[src/rtl/iscb_unit_sched.sv]
// Purpose: time-multiplexes one shared in-stream unary unit among NREQ binary requesters (LFSR SNG in, ones counter out).
// Latency: grant at cycle T -> resp_valid first high at T+2+WARMUP+(2^BW-1).
// Backpressure: result held stable in RESP until resp_ready; no grants are issued while a job is in flight.
// Build option: define ISCB_SCHED_RR_EN for round-robin arbitration; otherwise fixed priority (lowest index wins).
module iscb_unit_sched #(
    parameter int NREQ   = 4,
    parameter int BW     = 8,
    parameter int WARMUP = 16,
    parameter int SEED   = 1
) (
    input  logic                    clk,
    input  logic                    rst_n,
    input  logic [NREQ-1:0]         req_valid,
    input  logic [NREQ*BW-1:0]      req_data,
    output logic [NREQ-1:0]         req_ready,
    output logic                    resp_valid,
    output logic [$clog2(NREQ)-1:0] resp_id,
    output logic [BW-1:0]           resp_data,
    input  logic                    resp_ready,
    output logic                    unit_clr,
    output logic                    unit_en,
    output logic                    unit_in,
    input  logic                    unit_out
);

    // Galois (right-shift) toggle masks giving a maximal-length sequence for each supported width.
    function automatic logic [BW-1:0] lfsr_taps(input int w);
        case (w)
            3:       return BW'(12'h006);
            4:       return BW'(12'h00C);
            5:       return BW'(12'h014);
            6:       return BW'(12'h030);
            7:       return BW'(12'h060);
            8:       return BW'(12'h0B8);
            9:       return BW'(12'h110);
            10:      return BW'(12'h240);
            11:      return BW'(12'h500);
            default: return BW'(12'hE08);
        endcase
    endfunction

    localparam int            IW        = $clog2(NREQ);
    localparam int            RUNLEN    = (1 << BW) - 1;
    localparam int            PHMAX     = (WARMUP > RUNLEN) ? WARMUP : RUNLEN;
    localparam int            PW        = $clog2(PHMAX + 1);
    localparam logic [PW-1:0] RUN_LAST  = PW'(RUNLEN - 1);
    localparam logic [PW-1:0] WARM_LAST = PW'((WARMUP > 0) ? (WARMUP - 1) : 0);
    localparam logic [BW-1:0] SEED_V    = BW'(SEED);
    localparam logic [BW-1:0] TAPS      = lfsr_taps(BW);

    typedef enum logic [2:0] {
        S_IDLE  = 3'd0,
        S_CLEAR = 3'd1,
        S_WARM  = 3'd2,
        S_RUN   = 3'd3,
        S_RESP  = 3'd4
    } state_t;

    state_t          state;
    state_t          next_state;
    logic [BW-1:0]   operand;
    logic [BW-1:0]   lfsr;
    logic [BW-1:0]   lfsr_next;
    logic [BW-1:0]   count;
    logic [PW-1:0]   phase;
    logic [IW-1:0]   job_id;
    logic [IW-1:0]   gnt_idx;
    logic            gnt_any;
    logic            drive;

`ifdef ISCB_SCHED_RR_EN
    logic [IW-1:0]   rr_ptr;

    // Round-robin pick: first asserted request at or after the pointer, wrapping around.
    always_comb begin
        int j;
        j       = 0;
        gnt_any = 1'b0;
        gnt_idx = '0;
        for (int k = 0; k < NREQ; k++) begin
            j = int'(rr_ptr) + k;
            if (j >= NREQ) begin
                j = j - NREQ;
            end
            if (!gnt_any && req_valid[j]) begin
                gnt_any = 1'b1;
                gnt_idx = IW'(j);
            end
        end
    end

    // Pointer moves just past the winner on every accepted grant.
    always_ff @(posedge clk or negedge rst_n) begin
        if (!rst_n) begin
            rr_ptr <= '0;
        end else if (state == S_IDLE && gnt_any) begin
            rr_ptr <= (gnt_idx == IW'(NREQ - 1)) ? '0 : gnt_idx + 1'b1;
        end
    end
`else
    // Fixed priority pick: lowest asserted index wins.
    always_comb begin
        gnt_any = 1'b0;
        gnt_idx = '0;
        for (int k = 0; k < NREQ; k++) begin
            if (!gnt_any && req_valid[k]) begin
                gnt_any = 1'b1;
                gnt_idx = IW'(k);
            end
        end
    end
`endif

    // One Galois step; the all-zero state is unreachable from a nonzero seed.
    always_comb begin
        lfsr_next = lfsr[0] ? ((lfsr >> 1) ^ TAPS) : (lfsr >> 1);
    end

    // State register.
    always_ff @(posedge clk or negedge rst_n) begin
        if (!rst_n) begin
            state <= S_IDLE;
        end else begin
            state <= next_state;
        end
    end

    // Next-state logic: job sequencing and window lengths.
    always_comb begin
        next_state = state;
        case (state)
            S_IDLE: begin
                if (gnt_any) begin
                    next_state = S_CLEAR;
                end
            end
            S_CLEAR: begin
                next_state = (WARMUP == 0) ? S_RUN : S_WARM;
            end
            S_WARM: begin
                if (phase == WARM_LAST) begin
                    next_state = S_RUN;
                end
            end
            S_RUN: begin
                if (phase == RUN_LAST) begin
                    next_state = S_RESP;
                end
            end
            S_RESP: begin
                if (resp_ready) begin
                    next_state = S_IDLE;
                end
            end
            default: next_state = S_IDLE;
        endcase
    end

    // Output decode: grant pulse, unit control and the response handshake.
    always_comb begin
        req_ready  = '0;
        unit_clr   = 1'b0;
        drive      = 1'b0;
        resp_valid = 1'b0;
        case (state)
            S_IDLE: begin
                if (gnt_any) begin
                    req_ready[gnt_idx] = 1'b1;
                end
            end
            S_CLEAR: unit_clr   = 1'b1;
            S_WARM:  drive      = 1'b1;
            S_RUN:   drive      = 1'b1;
            S_RESP:  resp_valid = 1'b1;
            default: ;
        endcase
        unit_en   = drive;
        unit_in   = drive && (lfsr <= operand);
        resp_data = resp_valid ? count : '0;
        resp_id   = resp_valid ? job_id : '0;
    end

    // Job datapath: operand/id capture, SNG stepping, window phase and ones counting.
    always_ff @(posedge clk or negedge rst_n) begin
        if (!rst_n) begin
            operand <= '0;
            job_id  <= '0;
            lfsr    <= SEED_V;
            count   <= '0;
            phase   <= '0;
        end else begin
            case (state)
                S_IDLE: begin
                    if (gnt_any) begin
                        operand <= req_data[int'(gnt_idx)*BW +: BW];
                        job_id  <= gnt_idx;
                    end
                end
                S_CLEAR: begin
                    lfsr  <= SEED_V;
                    count <= '0;
                    phase <= '0;
                end
                S_WARM: begin
                    lfsr  <= lfsr_next;
                    phase <= (phase == WARM_LAST) ? '0 : phase + 1'b1;
                end
                S_RUN: begin
                    lfsr  <= lfsr_next;
                    count <= count + {{(BW-1){1'b0}}, unit_out};
                    phase <= (phase == RUN_LAST) ? '0 : phase + 1'b1;
                end
                default: ;
            endcase
        end
    end

endmodule

[config.mk]
export PLATFORM = sky130hd
export DESIGN_NAME = iscb_unit_sched
export DESIGN_NICKNAME = d
export VERILOG_FILES = /design/src/rtl/iscb_unit_sched.sv
export SDC_FILE = /design/constraint.sdc
export NUM_CORES = 1
export LEC_CHECK = 0
export ABC_AREA = 1
export ABC_CLOCK_PERIOD_IN_PS = 1600
export CAP_MARGIN = 5
export CORE_MARGIN = 5
export CORE_UTILIZATION = 46
export DETAILED_ROUTE_END_ITERATION = 10
export PLACE_DENSITY_LB_ADDON = 0.12
export SYNTH_ARGS = -nofsm -noshare
export SYNTH_HDL_FRONTEND = slang
export SYNTH_SLANG_ARGS = --single-unit
[constraint.sdc]
create_clock -name clk -period 1.6 [get_ports clk]
set_clock_uncertainty 0.15 [all_clocks]
set_input_delay 0.24 -clock clk [delete_from_list [all_inputs] [get_ports clk]]
set_output_delay 0.24 -clock clk [all_outputs]
set_load 0.01 [all_outputs]
==> results of run 1 <==
-- sequential cells by signal, summed over array words and instances (netlist names) --
| signal | flops |
|---|---|
| count | 8 |
| lfsr | 8 |
| operand | 8 |
| phase | 8 |
| state | 3 |
| job_id | 2 |
-- per-layer routing --
| layer | share of wire (%) | GRT usage, % |
|---|---|---|
| met5 | 0 | 0 |
| met4 | 1.8 | 5.32 |
| met3 | 6.4 | 5.00 |
| met2 | 51 | 33.4 |
| met1 | 41 | 24.3 |
-- tightest hold or removal path: stages --
cell and delay, ns:
dlymetal6s2s_1 0.14, ha_4 0.14, nand2_1 0.04, o21ai_0 0.06
-- stage by stage --
stage	instance area (um2)	setup TNS [ns]
finish	4270	-5.05
global route	4270	-7.13
CTS	3880	-3.97
detailed placement	3580	-10.85
global placement	3580	-10.10
floorplan	2560	0
-- synthesized netlist by cell type --
master	n
a21oi_1	5
a22oi_1	1
a31oi_1	1
buf_12	1
buf_4	2
buf_6	1
clkbuf_1	2
clkinv_2	1
dfrtp_1	36
dfstp_2	1
ha_1	12
inv_1	73
inv_2	6
nand2_1	93
nand2_2	12
nand2_4	2
nand3_1	29
nand3_4	1
nand4_1	7
nor2_1	27
nor2_2	2
nor2_4	2
nor3_1	2
nor4_1	2
o21a_1	2
o21ai_0	7
o21ai_1	19
o21ai_2	1
o21bai_2	1
o22ai_1	4
o32ai_1	1
xnor2_1	3
xor2_1	4
-- kinds of logic (layout without fill, tap and decap cells) --
logic type	after synthesis	in the layout	share of synthesized area, %
AO/OA/AOI/OAI	42	43	9.35
AND/OR/NAND/NOR	179	180	31.9
flip-flops	37	37	36.4
XOR/XNOR	7	7	2.41
buffers and inverters	86	220	14.0
adder cells (fa/ha/maj)	12	12	5.90
-- power groups by stage --
stage | clock network [W] | registers (W) | logic, W
after floorplan | 0 | 0.00146 | 0.00156
after global placement | 0 | 0.00147 | 0.00281
after detailed placement | 0 | 0.00149 | 0.00286
after CTS | 0.000691 | 0.00149 | 0.00320
after global routing | 0.000744 | 0.00156 | 0.00419
final | 0.000692 | 0.00152 | 0.00382
-- repair_timing --
action                                  4_1_cts  5_1_grt
endpoints found under the setup margin       26       46
setup buffers                                 9       12
endpoints found under the hold margin        36        0
hold buffers                                  1        0
pin swaps                                    10       21
resized for setup                           126       73
cloned                                        1        2
-- final cells by class --
| class | count | area [um2] |
|---|---|---|
| clock buffer | 8 | 90.1 |
| sequential | 37 | 928 |
| fill | 373 | 1170 |
| tap | 72 | 90.1 |
| multi-input combinational | 242 | 1590 |
| inverter | 80 | 310 |
| timing repair buffer | 132 | 1260 |
-- final timing paths --
kind	endpoint
setup / recovery	unit_in
hold / removal	count[0]
setup reg to reg	count[6]
hold reg to reg	operand[0]
max in group asynchronous	phase[3]
min in group asynchronous	operand[3]
==> impl_metrics.json, run 1 <==
{
  "clkTransAtPathRegs_ns": 0.08,
  "yosysSeqAreaShare_pct": 36.4,
  "grtUsageTotal_pct": 19.4,
  "final_nets": 550,
  "r2r_start": "state[0]",
  "crit_cells": 9,
  "n_antenna_cell": 0,
  "cp_slowest_cell": "dfstp_2",
  "cp_num_buf_inv": 2,
  "fin_ws_ns": -0.448,
  "cts_root_buf": "clkbuf_8",
  "status": "finished, violations left",
  "violations": "negative setup slack",
  "vias_per_cell": 4.86,
  "path_cells": "inv_2 -> ha_1 -> nor2_1 -> o21ai_1 -> nand2_1 -> nand2_1 -> nand2_1 -> a21oi_2 -> buf_2",
  "vias": 2776,
  "power_density_nw_per_um2": 1410,
  "seqPwrFrac_pct": 25.3,
  "h-tree-depth": 2,
  "fmax_mhz": 488,
  "die_w_um": 84.4,
  "power.clock.fraction_pct": 11.5,
  "finalSetupViolCount": 22,
  "arrival_ns": 1.66,
  "synthesis.nets": 415,
  "fin_hold_ws_ns": 0.210,
  "die_area_um2": 7120,
  "numCtsBuffers": 5,
  "yosys_warnings": 0,
  "gp_congestion": 0.843,
  "core-area_um2": 5440,
  "syn_area_um2": 2540,
  "cts.path.max_buffers": 2,
  "syn_inst": 363,
  "period_share_pct": 128,
  "synthTopCellsByArea": "dfrtp_1, nand2_1, inv_1, ha_1, nand3_1",
  "fp.dieH_um": 84.4,
  "critPathMaxStageDelay_ns": 0.54,
  "std_cell_rows": 27,
  "place_ws_ns": -0.543,
  "initial_core_util_pct": 46.8,
  "intPower_w": 0.00354,
  "critPathLaunchType": "flip-flop",
  "drtAntennaViolNets": 0,
  "r2r_setup_slack_ns": -0.05,
  "cp-end-kind": "primary output",
  "syn_area_per_cell_um2": 7.01,
  "ios": 58,
  "cpMostUsedCell": "nand2_1",
  "rsz0062_at_grt": "true",
  "drv_cap": 0,
  "portBuffers": 57,
  "first_global_vias": 2628,
  "swShare_pct": 41.4,
  "drc": 0,
  "crit_start": "lfsr[0]",
  "syn2layout_area_growth_pct": 67.9,
  "hold_depth": 4,
  "drt_iter0_drc": 108,
  "ys_ff_latch": 37,
  "worst-path-max-fanout": 2,
  "grt_overflow": 0,
  "power.switching_w": 0.00250,
  "hold_path_class": "in -> reg",
  "firstDrtPassIters": 4,
  "yosysTopAreaCellShare_pct": 35.4,
  "wl_per_cell_um": 13.6,
  "grt_max_degree": 38,
  "combPwrFrac_pct": 63.3,
  "peakVddDrop_v": 0.000738,
  "ys_types": 33,
  "wirelength_um": 7750,
  "placed_cells": 540,
  "dp_hpwl_um": 4680,
  "crit_family": "flip-flops",
  "min_period_ns": 2.05,
  "p_total_w": 0.00604,
  "critPathRequiredTime_ns": 1.21,
  "cts_sinks": 37,
  "final_cell_mix": "nand2_1, inv_1, buf_4, dfrtp_1, clkdlybuf4s50_1",
  "worst_pin_slew_ns": 0.487,
  "p_leak_nw": 2.15,
  "hold_viol": 0,
  "grt_pass1_wl_um": 11500,
  "crit_type": "reg -> out",
  "drive_above_1_share_pct": 35.5,
  "worstSkewPairLatency_ns": 0.30,
  "synth_top_area_cell": "dfrtp_1",
  "fin_util_pct": 78.5,
  "relSlewSlack_pct": 67.5,
  "slew_violations": 0,
  "hold_start": "unit_out",
  "worstRegToRegCells": 9,
  "antenna_found_initial": 0,
  "final_common_cell": "nand2_1",
  "instances_no_fill": 571,
  "cts_tree": "done"
}
Power figures use the tool's default switching activity.
==> run 2, diff against run 1 <==
--- a/config.mk
+++ b/config.mk
@@ -10,6 +10,7 @@
 export CAP_MARGIN = 5
 export CORE_MARGIN = 5
 export CORE_UTILIZATION = 46
+export CTS_CLUSTER_SIZE = 8
 export DETAILED_ROUTE_END_ITERATION = 10
 export PLACE_DENSITY_LB_ADDON = 0.12
 export SYNTH_ARGS = -nofsm -noshare
==> results of run 2 <==
Final layout, timing and power as in run 1 (identical DEF).
